File: src/rtl/norm_pipe_arbiter.sv
`default_nettype none
// ============================================================================
// Module   : norm_pipe_arbiter
// Purpose  : Round-robin scheduler sharing one sign-normalization pipeline
//            (PIPE_LAT clocks, dval in -> dval out) between NUM_REQ requesters.
//            Issues at most one RNS word per clock. Tracks the owner of every
//            in-flight word in a tag line and returns results tagged with their
//            requester ID. Flags misalignment between the pipe and the tag line.
// Ports    : clk, aclr (async, active low), en (grant enable), clr (soft clear)
//            req_valid/req_ready/req_dig     requester side
//            pipe_aclr/pipe_dval_in/pipe_dig_in,
//            pipe_dval_out/pipe_dig_out/pipe_sign   pipeline side
//            rsp_valid/rsp_id/rsp_dig/rsp_sign      result side
//            idle (nothing in flight), seq_err (sticky alignment error)
// Revision : 1.0  initial release
// ============================================================================
module norm_pipe_arbiter #(
  parameter int NUM_REQ  = 4,
  parameter int NUM_DIG  = 8,
  parameter int DIG_W    = 18,
  parameter int PIPE_LAT = 12,
  parameter int ID_W     = 2
) (
  input  logic                             clk,
  input  logic                             aclr,
  input  logic                             en,
  input  logic                             clr,
  input  logic [NUM_REQ-1:0]               req_valid,
  output logic [NUM_REQ-1:0]               req_ready,
  input  logic [NUM_REQ*NUM_DIG*DIG_W-1:0] req_dig,
  output logic                             pipe_aclr,
  output logic                             pipe_dval_in,
  output logic [NUM_DIG*DIG_W-1:0]         pipe_dig_in,
  input  logic                             pipe_dval_out,
  input  logic [NUM_DIG*DIG_W-1:0]         pipe_dig_out,
  input  logic [1:0]                       pipe_sign,
  output logic                             rsp_valid,
  output logic [ID_W-1:0]                  rsp_id,
  output logic [NUM_DIG*DIG_W-1:0]         rsp_dig,
  output logic [1:0]                       rsp_sign,
  output logic                             idle,
  output logic                             seq_err
);

  localparam int c_WORD_W = NUM_DIG * DIG_W;
  localparam int c_TAG_N  = PIPE_LAT + 1;
  localparam int c_CNT_W  = $clog2(PIPE_LAT + 3);
  localparam logic [c_CNT_W-1:0] c_BLANK   = c_CNT_W'(PIPE_LAT + 2);
  localparam logic [ID_W-1:0]    c_PTR_RST = ID_W'(NUM_REQ - 1);

  logic [ID_W-1:0]     r_ptr;
  logic                r_pipe_aclr;
  logic                r_pipe_dval_in;
  logic [c_WORD_W-1:0] r_pipe_dig_in;
  logic [c_TAG_N-1:0]  r_tag_v;
  logic [ID_W-1:0]     r_tag_id [c_TAG_N];
  logic [c_CNT_W-1:0]  r_cnt;
  logic [c_CNT_W-1:0]  r_blank;
  logic                r_rsp_valid;
  logic [ID_W-1:0]     r_rsp_id;
  logic [c_WORD_W-1:0] r_rsp_dig;
  logic [1:0]          r_rsp_sign;
  logic                r_seq_err;

  logic [NUM_REQ-1:0]  w_grant;
  logic [ID_W-1:0]     w_gnt_id;
  logic [ID_W-1:0]     w_cand;
  logic                w_gnt_any;
  logic                w_blank;
  logic                w_accept;
  logic                w_dec;

  // Search upward from pointer+1 with wrap; the first valid requester wins.
  always_comb begin
    w_grant   = '0;
    w_gnt_id  = '0;
    w_cand    = '0;
    w_gnt_any = 1'b0;
    if (en && !clr) begin
      for (int i = 1; i <= NUM_REQ; i++) begin
        w_cand = ID_W'((int'(r_ptr) + i) % NUM_REQ);
        if (!w_gnt_any && req_valid[w_cand]) begin
          w_gnt_any = 1'b1;
          w_gnt_id  = w_cand;
        end
      end
      if (w_gnt_any) begin
        w_grant[w_gnt_id] = 1'b1;
      end
    end
  end

  // After a soft clear the pipe may still emit stale dvals; they are masked
  // for PIPE_LAT+2 clocks so they neither respond nor raise seq_err.
  assign w_blank  = (r_blank != '0);
  assign w_accept = pipe_dval_out && !w_blank;
  assign w_dec    = r_rsp_valid && (r_cnt != '0);

  always_ff @(posedge clk or negedge aclr) begin
    if (!aclr) begin
      r_ptr          <= c_PTR_RST;
      r_pipe_aclr    <= 1'b1;
      r_pipe_dval_in <= 1'b0;
      r_pipe_dig_in  <= '0;
      r_tag_v        <= '0;
      for (int k = 0; k < c_TAG_N; k++) r_tag_id[k] <= '0;
      r_cnt          <= '0;
      r_blank        <= '0;
      r_rsp_valid    <= 1'b0;
      r_rsp_id       <= '0;
      r_rsp_dig      <= '0;
      r_rsp_sign     <= 2'b00;
      r_seq_err      <= 1'b0;
    end else begin
      r_pipe_aclr <= clr;
      if (clr) begin
        r_ptr          <= c_PTR_RST;
        r_pipe_dval_in <= 1'b0;
        r_tag_v        <= '0;
        r_cnt          <= '0;
        r_blank        <= c_BLANK;
        r_rsp_valid    <= 1'b0;
        r_seq_err      <= 1'b0;
      end else begin
        r_pipe_dval_in <= w_gnt_any;
        if (w_gnt_any) begin
          r_ptr         <= w_gnt_id;
          r_pipe_dig_in <= req_dig[w_gnt_id*c_WORD_W +: c_WORD_W];
        end

        // Tag stage k is valid k clocks after pipe_dval_in; stage PIPE_LAT
        // lines up with pipe_dval_out.
        r_tag_v     <= {r_tag_v[c_TAG_N-2:0], w_gnt_any};
        r_tag_id[0] <= w_gnt_id;
        for (int k = 1; k < c_TAG_N; k++) r_tag_id[k] <= r_tag_id[k-1];

        if (w_blank) r_blank <= r_blank - 1'b1;

        r_rsp_valid <= w_accept;
        if (w_accept) begin
          r_rsp_id   <= r_tag_id[c_TAG_N-1];
          r_rsp_dig  <= pipe_dig_out;
          r_rsp_sign <= pipe_sign;
        end
        if (!w_blank && (pipe_dval_out != r_tag_v[c_TAG_N-1])) begin
          r_seq_err <= 1'b1;
        end

        if (w_gnt_any && !w_dec) begin
          r_cnt <= r_cnt + 1'b1;
        end else if (!w_gnt_any && w_dec) begin
          r_cnt <= r_cnt - 1'b1;
        end
      end
    end
  end

  assign req_ready    = w_grant;
  assign pipe_aclr    = r_pipe_aclr;
  assign pipe_dval_in = r_pipe_dval_in;
  assign pipe_dig_in  = r_pipe_dig_in;
  assign rsp_valid    = r_rsp_valid;
  assign rsp_id       = r_rsp_id;
  assign rsp_dig      = r_rsp_dig;
  assign rsp_sign     = r_rsp_sign;
  assign idle         = (r_cnt == '0);
  assign seq_err      = r_seq_err;

endmodule
`default_nettype wire

File: config.mk
export PLATFORM = sky130hd
export DESIGN_NAME = norm_pipe_arbiter
export DESIGN_NICKNAME = d
export VERILOG_FILES = /design/src/rtl/norm_pipe_arbiter.sv
export SDC_FILE = /design/constraint.sdc
export NUM_CORES = 1
export LEC_CHECK = 0
export BUFFER_PORTS_ARGS = -buffer_cell sky130_fd_sc_hd__buf_2
export CELL_PAD_IN_SITES_DETAIL_PLACEMENT = 1
export CELL_PAD_IN_SITES_GLOBAL_PLACEMENT = 1
export CORE_AREA = 2 2 403 405
export DETAILED_ROUTE_END_ITERATION = 6
export DIE_AREA = 0 0 405 407
export HOLD_SLACK_MARGIN = 0.06
export PLACE_DENSITY = 0.37
export REMOVE_ABC_BUFFERS = 1
export SLEW_MARGIN = 30
export SYNTH_ARGS = -nofsm -noshare
export SYNTH_HDL_FRONTEND = slang
export SYNTH_SLANG_ARGS = --single-unit
File: constraint.sdc
create_clock -name clk -period 6.55 [get_ports clk]
set_clock_uncertainty 0.05 [all_clocks]
set_input_delay 0.655 -clock clk [delete_from_list [all_inputs] [get_ports clk]]
set_output_delay 0.655 -clock clk [all_outputs]
set_load 0.03 [all_outputs]
# After elaboration in Yosys (flattened, before gate mapping)
# Index checks and enable logic that the tools add are counted.
totals:
  inputBits: 731
  ramBits: 0
  register_bits: 345
  rom_bits: 0
  mem_count: 0
  out_inout_bits: 301
  latchBits: 0
  wordCells: 107
op_classes:
  reduce_logical: 26
  bitwise_logic: 1
  n_mul: 1
  magnitude_cmp: 6
  eq_ne: 1
  mux: 39
  addsub: 7
  n_shift: 1
  div_mod_pow: 0
ops:
  columns: ["operator", "count"]
  rows:
  - ["$shiftx A576 B11 Y144", 1]
  - ["$mux W4", 7]
  - ["$mux W1", 18]
  - ["$mux W2", 8]
  - ["$lt A2 B3 Y1 const B", 5]
  - ["$mux W13", 1]
  - ["$logic_and A1 B1 Y1", 10]
  - ["$bmux W1 S2", 4]
  - ["$reduce_bool A4 Y1", 2]
  - ["$sub A4 B1 Y4 const B", 2]
  - ["$logic_not A1 Y1", 7]
  - ["$mul A2 B4 Y6 const B", 1]
  - ["$reduce_bool A2 Y1", 3]
  - ["$add A2 B1 Y2 const B", 2]
  - ["$add A2 B2 Y2 const B", 2]
  - ["$add A4 B1 Y4 const B", 1]
  - ["$logic_not A4 Y1", 1]
  - ["$reduce_and A2 Y1", 2]
  - ["$reduce_bool A3 Y1", 1]
  - ["$demux W1 S2", 1]
  - ["$ge A2 B1 Y1 const B", 1]
  - ["$ne A1 B1 Y1", 1]
  - ["$not A1 Y1", 1]

# Logic depth before layout (Yosys ltp)
# Gate-level depths: netlist of run 1.
depth:
  word_depth: 23
  mapped_depth: 8
  ltp_nobuf: 8

# Worst setup path before layout of run 1
# No wires, ideal clock.
synth_timing:
  path_kind: "in2out"
  startpoint: "in req_valid[3]"
  endpoint: "out req_ready[1]"
  path_stages: 6
  t_arrival_ns: 1.965
  required_ns: 5.845
  path_slack_ns: 3.880
  cell_sequence: "or2b_2 > a21oi_4 > a221oi_4 > buf_12 > buf_12 > nor2_1"
synth_between:
  elab_chain_len: 22
  elab_cells_between_ends: 34
  cone_classes: "order compare: 2; mux: 25; reduce/logical: 7"
synth_lines:
  columns: ["item", "line", "rtl"]
  rows:
  - ["start: declaration", "28", "input logic [NUM_REQ-1:0] req_valid,"]
  - ["$bmux W1 S2", "82", "if (!w_gnt_any && req_valid[w_cand]) begin"]
  - ["$mux W1 (implied by the code)", "82", null]
  - ["$mux W1", "82", null]
  - ["$mux W1", "79", "if (en && !clr) begin"]
  - ["$logic_not A1 Y1", "82", null]
  - ["$logic_and A1 B1 Y1", "82", null]
  - ["$mux W1", "82", null]
  - ["$mux W1", "79", null]
  - ["[... 6 more ...]", null, null]
  - ["$mux W2", "82", null]
  - ["$mux W2", "79", null]
  - ["$lt A2 B3 Y1 (implied by the code) / $ge A2 B1 Y1 (equally long branches)", "88", "w_grant[w_gnt_id] = 1'b1;"]
  - ["$logic_and A1 B1 Y1 (implied by the code)", "88", null]
  - ["$mux W1 (implied by the code)", "88", null]
  - ["$demux W1 S2", "88", null]
  - ["$mux W4 *", "87", "if (w_gnt_any) begin"]
  - ["$mux W4 *", "79", null]
  - ["end: declaration", "29", "output logic [NUM_REQ-1:0] req_ready,"]
# Every way passes the cells marked *; elsewhere a longest branch is shown, timed or not. The select of a mux whose other input is x is not followed.

# Worst setup path after layout of run 1
layout_timing:
  startpoint: "in clr"
  endpoint: "out req_ready[3]"
layout_between:
  elab_chain_len: 3
layout_lines:
  columns: ["item", "line", "rtl"]
  rows:
  - ["start: declaration", "27", "input logic clr,"]
  - ["$logic_not A1 Y1", "79", null]
  - ["$logic_and A1 B1 Y1", "79", null]
  - ["$mux W4", "79", null]
# Every way passes these cells.

==> results of run 1 <==
logic make-up after synthesis:
logic type               synth area share (%)
adder cells (fa/ha/maj)                 0.327
XOR/XNOR                                0.199
flip-flops                               49.0
AO/OA/AOI/OAI                            12.8
AND/OR/NAND/NOR                          4.60
buffers and inverters                    5.61
multiplexers                             27.5
state kept, by name (all words and copies together) (netlist names):
register and flops:
r_blank 4, r_ptr 2, rsp_id 2, seq_err 1, pipe_aclr 1, r_tag_v 13, rsp_valid 1, rsp_dig 144
rsp_sign 2, r_tag_id 26, pipe_dig_in 144, r_cnt 4
layer usage:
layer | vias to the layer above | global-route usage [%] | wire length (um)
met3 | 125 | 3.21 | 6940
li1 | 6777 | - | -
met5 | - | 0 | 190
met2 | 566 | 19.2 | 47200
met1 | 7287 | 12.2 | 35400
met4 | 30 | 3.06 | 2610
report_power, final:
| part | internal (mW) | switching (mW) | total (mW) |
|---|---|---|---|
| combinational | 0.744 | 1.32 | 2.07 |
| sequential | 2.40 | 0.160 | 2.56 |
| clock | 1.61 | 1.15 | 2.76 |
metrics by stage:
stage               worst slack (ps)  power [mW]  cell area [um2]  util [%]
finish                          2730        7.38            26500      16.5
global route                    2440        7.81            26400      16.5
CTS                             2570        7.62            26400      16.5
detailed placement              2250        4.71            24800      15.5
global placement                2290        4.71            24800      15.5
floorplan                      -7330        4.01            16600         -
final timing paths:
| kind | slack [ps] | endpoint | depth (start not counted) |
|---|---|---|---|
| setup reg to reg | 3510 | pipe_dig_in[42] | 7 |
| max in group asynchronous | 4580 | pipe_dig_in[53] | 3 |
| hold reg to reg | 410 | r_tag_v[7] | 1 |
| setup / recovery | 2730 | req_ready[3] | 8 |
| min in group asynchronous | 570 | rsp_dig[5] | 2 |
| hold / removal | 200 | rsp_dig[110] | 2 |
area by class of cell:
cell class / instances / area, um2 / share of cell area, %
Timing Repair Buffer: 1050 / 5450 / 20.6
Clock inverter: 10 / 135 / 0.511
Multi-Input combinational cell: 826 / 8000 / 30.3
Antenna cell: 5 / 12.5 / 0.0473
Tap cell: 2160 / 2700 / 10.2
Sequential cell: 344 / 8610 / 32.6
Inverter: 9 / 33.8 / 0.128
Clock buffer: 80 / 1510 / 5.69
worst max-delay path: cells and delay by family:
family / cells / cell delay [ps]
simple gates: 4 / 1370
buf+inv: 4 / 1040
cells in the final DEF, fill, tap and decap left out, types with 3 or more instances in the layout:
cell and instances:
buf_4 8, nand2_1 151, nor2b_1 13, clkbuf_1 17, diode_2 5, buf_2 1030
nor4_1 3, clkbuf_8 12, mux2_2 172, clkbuf_16 51, nor2_1 10, mux2i_1 289
clkinv_2 4, dfstp_2 3, buf_12 9, dfrtp_1 341, ha_1 3, o221ai_2 130
o221ai_1 14, inv_1 8, a21oi_1 6
==> impl_metrics.env, run 1 <==
export IMPL_status="completed"
export IMPL_numCtsBuffers=50
export IMPL_leakage_nw=13.7
export IMPL_path_class="in2out"
export IMPL_yosysMostFrequentCell="dfrtp_1"
export IMPL_dieArea_um2=165000
export IMPL_crit_path_frequent_cell="buf_2"
export IMPL_synth_cell_type_count=42
export IMPL_avgSynthCellArea_um2=13.7
export IMPL_ys_seq_area_share_pct=49.0
export IMPL_cts_buffer_depth=3
export IMPL_hold_class="in2reg"
export IMPL_powerDensity_nw_per_um2=279
export IMPL_yosys_warnings=0
export IMPL_hold_violations=0
export IMPL_cts_reportedPaths_clkPinSlew_ps=50
export IMPL_r2r_start="r_ptr[0]"
export IMPL_finalSetupTns_ps=0
export IMPL_worstSkewPairLatency_ps=620
export IMPL_drc=0
export IMPL_fin_nets=3016
export IMPL_cts_root_buffer="clkbuf_16"
export IMPL_ctsResizeCount=0
export IMPL_ir_drop_mv=0.171
export IMPL_htree_levels=2
export IMPL_max_slew_margin_pct=32.2
export IMPL_arrival_ps=3110
export IMPL_routed_wl_um=92300
export IMPL_grt_pass1_wl_um=126000
export IMPL_cp_cell_sequence="buf_2 > buf_4 > nand2b_1 > or2_4 > inv_1 > nand2_4 > nor2_1 > buf_2"
export IMPL_final_antenna_net_count=0
export IMPL_gp_congestion=0.784
export IMPL_min_delay_start="pipe_dig_out[110]"
export IMPL_drt_iter0_drc=448
export IMPL_drt_pass1_iterations=6
export IMPL_tightest_slew_ps=1020
export IMPL_post_drt_wl_per_cell_um=20.6
export IMPL_grt_pass1_vias=16395
export IMPL_postCtsHoldBufs=1
export IMPL_drt_vias_per_instance=3.30
export IMPL_synth_top_area_share_pct=48.5
export IMPL_rsz0062_at_grt="false"
export IMPL_row_count=147
export IMPL_fillCellCount=18714
export IMPL_ys_seq_elements=344
export IMPL_syn_cell_area_um2=17600
export IMPL_setup_viol=0
export IMPL_vias=14785
export IMPL_worstPathRequired_ps=5840
export IMPL_die_y_um=407
export IMPL_slowest_delay_ps=580
export IMPL_initial_core_util_pct=11.0
export IMPL_fin_cells=4484
export IMPL_async_flop_share_pct=100
export IMPL_cts_tree="done"
export IMPL_postSynthCellCount=1280
export IMPL_die_width_um=405
export IMPL_start_kind="input port"
export IMPL_gr_total_overflow=0
export IMPL_grt_use_total_pct=10.7
export IMPL_area_delta_synth_final_pct=50.4
export IMPL_fin_crit_ps=3820
export IMPL_synth_top_cell_by_area="dfrtp_1"
export IMPL_crit_fanout=52
export IMPL_synth_edf_count=0
export IMPL_hold_ws_ps=199
export IMPL_ios=1032
export IMPL_ys_top_cells_by_count="341 x dfrtp_1, 289 x mux2i_1, 172 x mux2_2"
export IMPL_core_um2=160000
export IMPL_yosys_top_cells_area="dfrtp_1 49%, mux2i_1 16%, o221ai_2 11%, mux2_2 11%, buf_12 3.6%"
export IMPL_timing_fmax_ghz=0.262
export IMPL_worst_path_max_delay_cell="or2_4"
export IMPL_drive_gt1_share_pct=62.1
export IMPL_clock_sinks=344
export IMPL_slew_viol_final=0
export IMPL_portBuffers=1031
export IMPL_crit_path_end_kind="output port"
export IMPL_dp_cells=4387
export IMPL_dp_hpwl_um=72600
export IMPL_grt_antenna_before_repair=30
export IMPL_fin_crit_sh_pct=58.3
export IMPL_ys_flop_type="dfrtp_1"
export IMPL_cts_setup_buffers=0
export IMPL_critical_path_startpoint="clr"
export IMPL_maxCapViolations=0
export IMPL_grt_start_max_net_pins=144
No activity file was read; power rests on OpenSTA's default activity.
==> run 2: changes to the inputs <==
--- a/config.mk
+++ b/config.mk
@@ -5,14 +5,15 @@
 export SDC_FILE = /design/constraint.sdc
 export NUM_CORES = 1
 export LEC_CHECK = 0
+export ABC_AREA = 1
 export BUFFER_PORTS_ARGS = -buffer_cell sky130_fd_sc_hd__buf_2
 export CELL_PAD_IN_SITES_DETAIL_PLACEMENT = 1
 export CELL_PAD_IN_SITES_GLOBAL_PLACEMENT = 1
-export CORE_AREA = 2 2 403 405
+export CORE_AREA = 2 2 405 407
 export DETAILED_ROUTE_END_ITERATION = 6
-export DIE_AREA = 0 0 405 407
+export DIE_AREA = 0 0 407 409
 export HOLD_SLACK_MARGIN = 0.06
-export PLACE_DENSITY = 0.37
+export PLACE_DENSITY = 0.44
 export REMOVE_ABC_BUFFERS = 1
 export SLEW_MARGIN = 30
 export SYNTH_ARGS = -nofsm -noshare
==> constraint.sdc (replaced) <==
create_clock -name clk -period 3.4 [get_ports clk]
set_clock_uncertainty 0.05 [all_clocks]
set_input_delay 0.34 -clock clk [delete_from_list [all_inputs] [get_ports clk]]
set_output_delay 0.34 -clock clk [all_outputs]
set_load 0.03 [all_outputs]
==> run 2 against run 1 <==
First-iteration DRC count is 130% higher. Core utilization is 5.2 points higher. Combinational power grew to 2.6 times the previous value. Clock-buffer cell count is 3 lower.
==> impl_metrics.env, run 2 <==
export IMPL_cp_depth=18
export IMPL_final_cell_mix="1665 x nand2_1, 1029 x buf_2, 620 x inv_1"
export IMPL_postSynthCellCount=3189
export IMPL_fillCellCount=20200
export IMPL_avgSynthCellArea_um2=6.33
export IMPL_final_antenna_net_count=0
export IMPL_r2r_slack_ps=260
export IMPL_ir_drop_mv=0.357
export IMPL_syn_cell_area_um2=20200
export IMPL_grt_pass1_wl_um=184000
export IMPL_ys_flop_type="dfrtp_1"
export IMPL_routed_wl_um=129000
export IMPL_clock_sinks=344
export IMPL_tightest_slew_ps=813
export IMPL_cts_tree="done"
export IMPL_cp_cell_sequence="inv_2 > nand2_1 > nand2_1 > nand2_2 > nand2_2 > nor2_4 > nand3_2 > nand2_8 > inv_8 > nand2_8 > buf_8 > buf_12 > nand2_2 > nand3_1 > nand2_1 > nand2_1 > dlygate4sd3_1 > nand2_1"
export IMPL_max_slew_margin_pct=45.8
export IMPL_reg2regPathDepth=18
export IMPL_synth_edf_count=0
export IMPL_hold_class="in2reg"
export IMPL_ys_seq_area_share_pct=42.7
export IMPL_synth_top_area_share_pct=42.3
export IMPL_status="completed"
export IMPL_drc=0
export IMPL_drt_iter0_drc=1009
export IMPL_grt_use_total_pct=14.8
export IMPL_timing_fmax_ghz=0.318
export IMPL_fin_crit_sh_pct=92.4
export IMPL_fin_cells=6935
export IMPL_grt_start_max_net_pins=151
export IMPL_ys_top_cells_by_count="1667 x nand2_1, 622 x inv_1, 341 x dfrtp_1"
export IMPL_ys_seq_elements=344
export IMPL_worst_path_max_delay_cell="dfstp_2"
export IMPL_path_class="reg2reg"
export IMPL_r2r_start="r_ptr[0]"
export IMPL_dieArea_um2=166000
export IMPL_post_drt_wl_per_cell_um=18.5
export IMPL_critPathCapture="pipe_dig_in[84]"
export IMPL_start_kind="register"
export IMPL_crit_fanout=23
export IMPL_drt_vias_per_instance=3.65
export IMPL_critPathTopFamily="simple AND/OR/NAND/NOR gates"
export IMPL_numCtsBuffers=50
export IMPL_dp_cells=6296
export IMPL_synth_top_cell_by_area="dfrtp_1"
export IMPL_finalSetupTns_ps=0
export IMPL_powerDensity_nw_per_um2=448
export IMPL_crit_path_end_kind="register"
export IMPL_cts_reportedPaths_clkPinSlew_ps=60
export IMPL_cts_root_buffer="clkbuf_16"
export IMPL_ios=1032
export IMPL_htree_levels=2
export IMPL_grt_pass1_vias=27280
export IMPL_row_count=148
export IMPL_drive_gt1_share_pct=25.5
export IMPL_slew_viol_final=0
export IMPL_gr_total_overflow=0
export IMPL_final_common_cell="nand2_1"
export IMPL_crit_buf_inv=5
export IMPL_die_y_um=409
export IMPL_portBuffers=1031
export IMPL_vias=25308
export IMPL_area_delta_synth_final_pct=74.7
export IMPL_hold_violations=0
export IMPL_async_flop_share_pct=100
export IMPL_worstPathRequired_ps=3890
export IMPL_drt_pass1_iterations=7
export IMPL_yosysMostFrequentCell="nand2_1"
export IMPL_maxCapViolations=0
export IMPL_leakage_nw=20.7
export IMPL_cts_buffer_depth=3
export IMPL_gp_congestion=0.874
export IMPL_yosys_top_cells_area="dfrtp_1 42%, nand2_1 31%, inv_1 12%, nand3_1 7.4%, buf_6 1.6%"
export IMPL_yosys_warnings=0
export IMPL_arrival_ps=3630
export IMPL_initial_core_util_pct=12.5
export IMPL_fin_crit_ps=3140
export IMPL_grt_antenna_before_repair=45
export IMPL_crit_path_frequent_cell="nand2_1"
export IMPL_dp_hpwl_um=96700
export IMPL_worstSkewPairLatency_ps=630
export IMPL_critical_path_startpoint="r_ptr[0]"
export IMPL_synth_cell_type_count=29
export IMPL_fin_nets=5448
export IMPL_die_width_um=407
export IMPL_core_um2=162000
export IMPL_r2r_end="pipe_dig_in[84]"
export IMPL_setup_viol=0
export IMPL_slowest_delay_ps=600
==> run 2: report_power, final <==
part	switching (mW)	internal, mW
clock	2.27	3.15
combinational	3.43	1.90
sequential	0.357	4.66
==> run 2: worst register-to-register path: cells and delay by family (launching register included) <==
family,cells,cell delay [ps]
buffers and inverters,5,1200
and+or+nand+nor,13,1200
DFF,1,600
==> run 2: logic make-up after synthesis <==
logic type / after synthesis / share of synthesized area (%)
DFF: 344 / 42.7
adders and majority gates: 4 / 0.285
AOI/OAI and AO/OA: 42 / 1.12
xor gates and xnor gates: 4 / 0.174
buffers and inverters: 795 / 16.3
and+or+nand+nor: 2000 / 39.4
==> run 2: cell type report <==
type | instances | area, um2 | area share, %
clock buffers | 77 | 1510 | 4.29
flip-flops and latches | 344 | 8610 | 24.4
diodes | 7 | 17.5 | 0.0497
well taps | 2175 | 2720 | 7.72
repair buffers | 1639 | 11500 | 32.7
inverters | 628 | 2370 | 6.73
multi-input cells | 2050 | 8310 | 23.6
clock inverters | 15 | 184 | 0.522
==> run 2: how the worst min path moves through the flow <==
stage                     depth (start not counted)  slack, ps          endpoint    startpoint
after global placement                            1        320  pipe_dig_in[134]          aclr
after CTS                                         7         60  pipe_dig_in[114]  req_dig[258]
after global routing                              7        110  pipe_dig_in[132]  req_dig[564]
after detailed placement                          1        330  pipe_dig_in[134]          aclr
after floorplan                                   0         -6    pipe_dig_in[0]          aclr
final                                             7        100   pipe_dig_in[20]  req_dig[308]
==> run 2: timing repair <==
item                                    4_1_cts  5_1_grt
endpoints found under the hold margin       329        0
gates cloned                                  1        2
endpoints found under the setup margin        3       35
gates resized for setup                       5        7
hold buffers                                532        0
pin swaps                                     1        1
buffers inserted                              1        4
==> run 2: per-stage QoR <==
stage / area (um2) / setup slack [ps] / utilization [%] / hold slack (ps) / power [mW]
final: 35200 / 258 / 21.8 / 101 / 15.8
after global routing: 35200 / -13.3 / 21.7 / 105 / 16.8
after CTS: 35100 / 1.48 / 21.7 / 60.4 / 16.2
after detailed placement: 28000 / 420 / 17.3 / 331 / 9.87
after global placement: 28000 / 361 / 17.3 / 325 / 9.87
after floorplan: 19200 / -3040 / - / -5.59 / 7.56
==> run 2: metal layers <==
layer / global-route usage (%) / up-vias / routed length, um
met1: 17.6 / 12079 / 53500
li1: - / 12277 / -
met5: 0 / - / 218
met4: 3.49 / 36 / 2720
met3: 4.28 / 164 / 9440
met2: 26.1 / 752 / 62600
==> run 3: changes to the inputs <==
--- a/config.mk
+++ b/config.mk
@@ -10,6 +10,7 @@
 export CELL_PAD_IN_SITES_DETAIL_PLACEMENT = 1
 export CELL_PAD_IN_SITES_GLOBAL_PLACEMENT = 1
 export CORE_AREA = 2 2 405 407
+export CTS_BUF_LIST = sky130_fd_sc_hd__clkbuf_16
 export DETAILED_ROUTE_END_ITERATION = 6
 export DIE_AREA = 0 0 407 409
 export HOLD_SLACK_MARGIN = 0.06
==> run 3 against run 2 <==
Sequential power about the same. Clock-buffer cell count decreased by 27. Register-to-register slack got worse by 20 ps. Flip-flop and latch count unchanged. Cell count about the same. Clock power decreased by 7.4%. Routed wire length about the same. Core utilization decreased by 0.093 points. Worst setup slack got worse by 22 ps. Critical path depth unchanged. Die area unchanged. Highest routed layer unchanged.
==> impl_metrics.env, run 3 (synthesis results as in run 2) <==
export IMPL_ir_drop_mv=0.351
export IMPL_dp_hpwl_um=96700
export IMPL_numCtsBuffers=50
export IMPL_reg2regPathDepth=18
export IMPL_area_delta_synth_final_pct=73.9
export IMPL_hold_violations=0
export IMPL_drc=0
export IMPL_setup_viol=0
export IMPL_final_cell_mix="1665 x nand2_1, 1029 x buf_2, 631 x inv_1"
export IMPL_drt_vias_per_instance=3.64
export IMPL_grt_start_max_net_pins=151
export IMPL_grt_pass1_wl_um=184000
export IMPL_start_kind="register"
export IMPL_fin_crit_ps=3160
export IMPL_powerDensity_nw_per_um2=438
export IMPL_fin_nets=5448
export IMPL_timing_fmax_ghz=0.316
export IMPL_initial_core_util_pct=12.5
export IMPL_place_area_um2=28000
export IMPL_drt_iter0_drc=992
export IMPL_worstSkewPairLatency_ps=630
export IMPL_stdcell_area_um2=35100
export IMPL_cts_tree="done"
export IMPL_post_route_util_pct=21.7
export IMPL_cts_reportedPaths_clkPinSlew_ps=60
export IMPL_p_total_mw=15.4
export IMPL_post_drt_wl_per_cell_um=18.5
export IMPL_drt_pass1_iterations=5
export IMPL_grt_use_total_pct=14.8
export IMPL_r2r_start="r_ptr[0]"
export IMPL_worstPathRequired_ps=3880
export IMPL_die_width_um=407
export IMPL_fin_crit_sh_pct=93.1
export IMPL_drive_gt1_share_pct=25.1
export IMPL_dieArea_um2=166000
export IMPL_gr_total_overflow=0
export IMPL_cts_root_buffer="clkbuf_16"
export IMPL_clock_sinks=344
export IMPL_hold_class="in2reg"
export IMPL_crit_path_end_kind="register"
export IMPL_place_ws_ps=420
export IMPL_vias=25284
export IMPL_r2r_end="pipe_dig_in[84]"
export IMPL_final_antenna_net_count=0
export IMPL_fillCellCount=20225
export IMPL_arrival_ps=3650
export IMPL_gp_congestion=0.874
export IMPL_critPathCapture="pipe_dig_in[84]"
export IMPL_grt_antenna_before_repair=45
export IMPL_timing_final_ws_setup_ps=236
export IMPL_cts_buffer_depth=3
export IMPL_multiInputGateArea_um2=8310
export IMPL_htree_levels=2
export IMPL_portBuffers=1031
export IMPL_register_area_um2=8610
export IMPL_max_slew_margin_pct=44.3
export IMPL_routed_wl_um=129000
export IMPL_path_class="reg2reg"
export IMPL_crit_fanout=23
export IMPL_grt_pass1_vias=27295
export IMPL_final_common_cell="nand2_1"
export IMPL_maxCapViolations=0
export IMPL_die_y_um=409
export IMPL_row_count=148
export IMPL_leakage_nw=20.7
export IMPL_core_um2=162000
export IMPL_status="completed"
export IMPL_tightest_slew_ps=835
export IMPL_ios=1032
export IMPL_r2r_slack_ps=240
export IMPL_slew_viol_final=0
export IMPL_critical_path_startpoint="r_ptr[0]"
export IMPL_hold_ws_ps=97.8
[run 3: cell count changes in the layout (fill, tap and decap cells not counted), sizes merged]
cell	before	now
inv	627	638
diode	7	11
clkbuf	79	52
clkinv	13	29
[run 3: cell type report]
cell class,instances,share of cell area (%)
Inverter,628,6.76
Timing Repair Buffer,1639,32.8
Clock inverter,42,0.813
Multi-Input combinational cell,2050,23.7
Tap cell,2175,7.75
Sequential cell,344,24.5
Antenna cell,11,0.0784
Clock buffer,50,3.57
[run 3: stage by stage]
stage / setup TNS, ps / cells
after CTS: 0 / 6922
after global routing: -11.8 / 6936
after global placement: 0 / 6296
after detailed placement: 0 / 6296
final: 0 / 6939
after floorplan: -716500 / 3022
[run 3: routing by layer]
| layer | up-vias | part of all wire (%) | GRT usage [%] |
|---|---|---|---|
| li1 | 12282 | - | - |
| met2 | 701 | 49 | 26.1 |
| met5 | - | 0.16 | 0 |
| met4 | 36 | 2.1 | 3.54 |
| met1 | 12110 | 42 | 17.7 |
| met3 | 155 | 7.1 | 4.13 |
[run 3: repair_timing]
action | in CTS | in global routing
pin swaps | 1 | 1
buffers inserted | 1 | 4
hold endpoints to repair | 329 | 0
gates resized for setup | 5 | 7
cloned | 1 | 2
hold buffers | 532 | 0
setup endpoints to repair | 3 | 35
[run 3: critical path: stages, from the launching register on]
cell and delay, ps:
dfstp_2 600, inv_2 120, nand2_1 70, nand2_1 80, nand2_2 90, nand2_2 80
nor2_4 110, nand3_2 120, nand2_8 150, inv_8 90, nand2_8 80, buf_8 210
buf_12 200, nand2_2 120, nand3_1 100, nand2_1 70, nand2_1 60, dlygate4sd3_1 550
nand2_1 50
[run 3: how the worst min path moves through the flow]
stage	to	startpoint	cells past startpoint
after floorplan	pipe_dig_in[0]	aclr	0
after global placement	pipe_dig_in[134]	aclr	1
after detailed placement	pipe_dig_in[134]	aclr	1
after CTS	pipe_dig_in[39]	req_dig[183]	7
after global routing	pipe_dig_in[53]	req_dig[53]	7
final	pipe_dig_in[20]	req_dig[308]	7
[run 3: where the power goes]
group / switching (mW) / leakage (nW) / internal (mW)
registers: 0.359 / 4.45 / 4.66
logic: 3.42 / 15.4 / 1.90
clock network: 2.27 / 0.784 / 2.76
total: 6.05 / 20.7 / 9.33
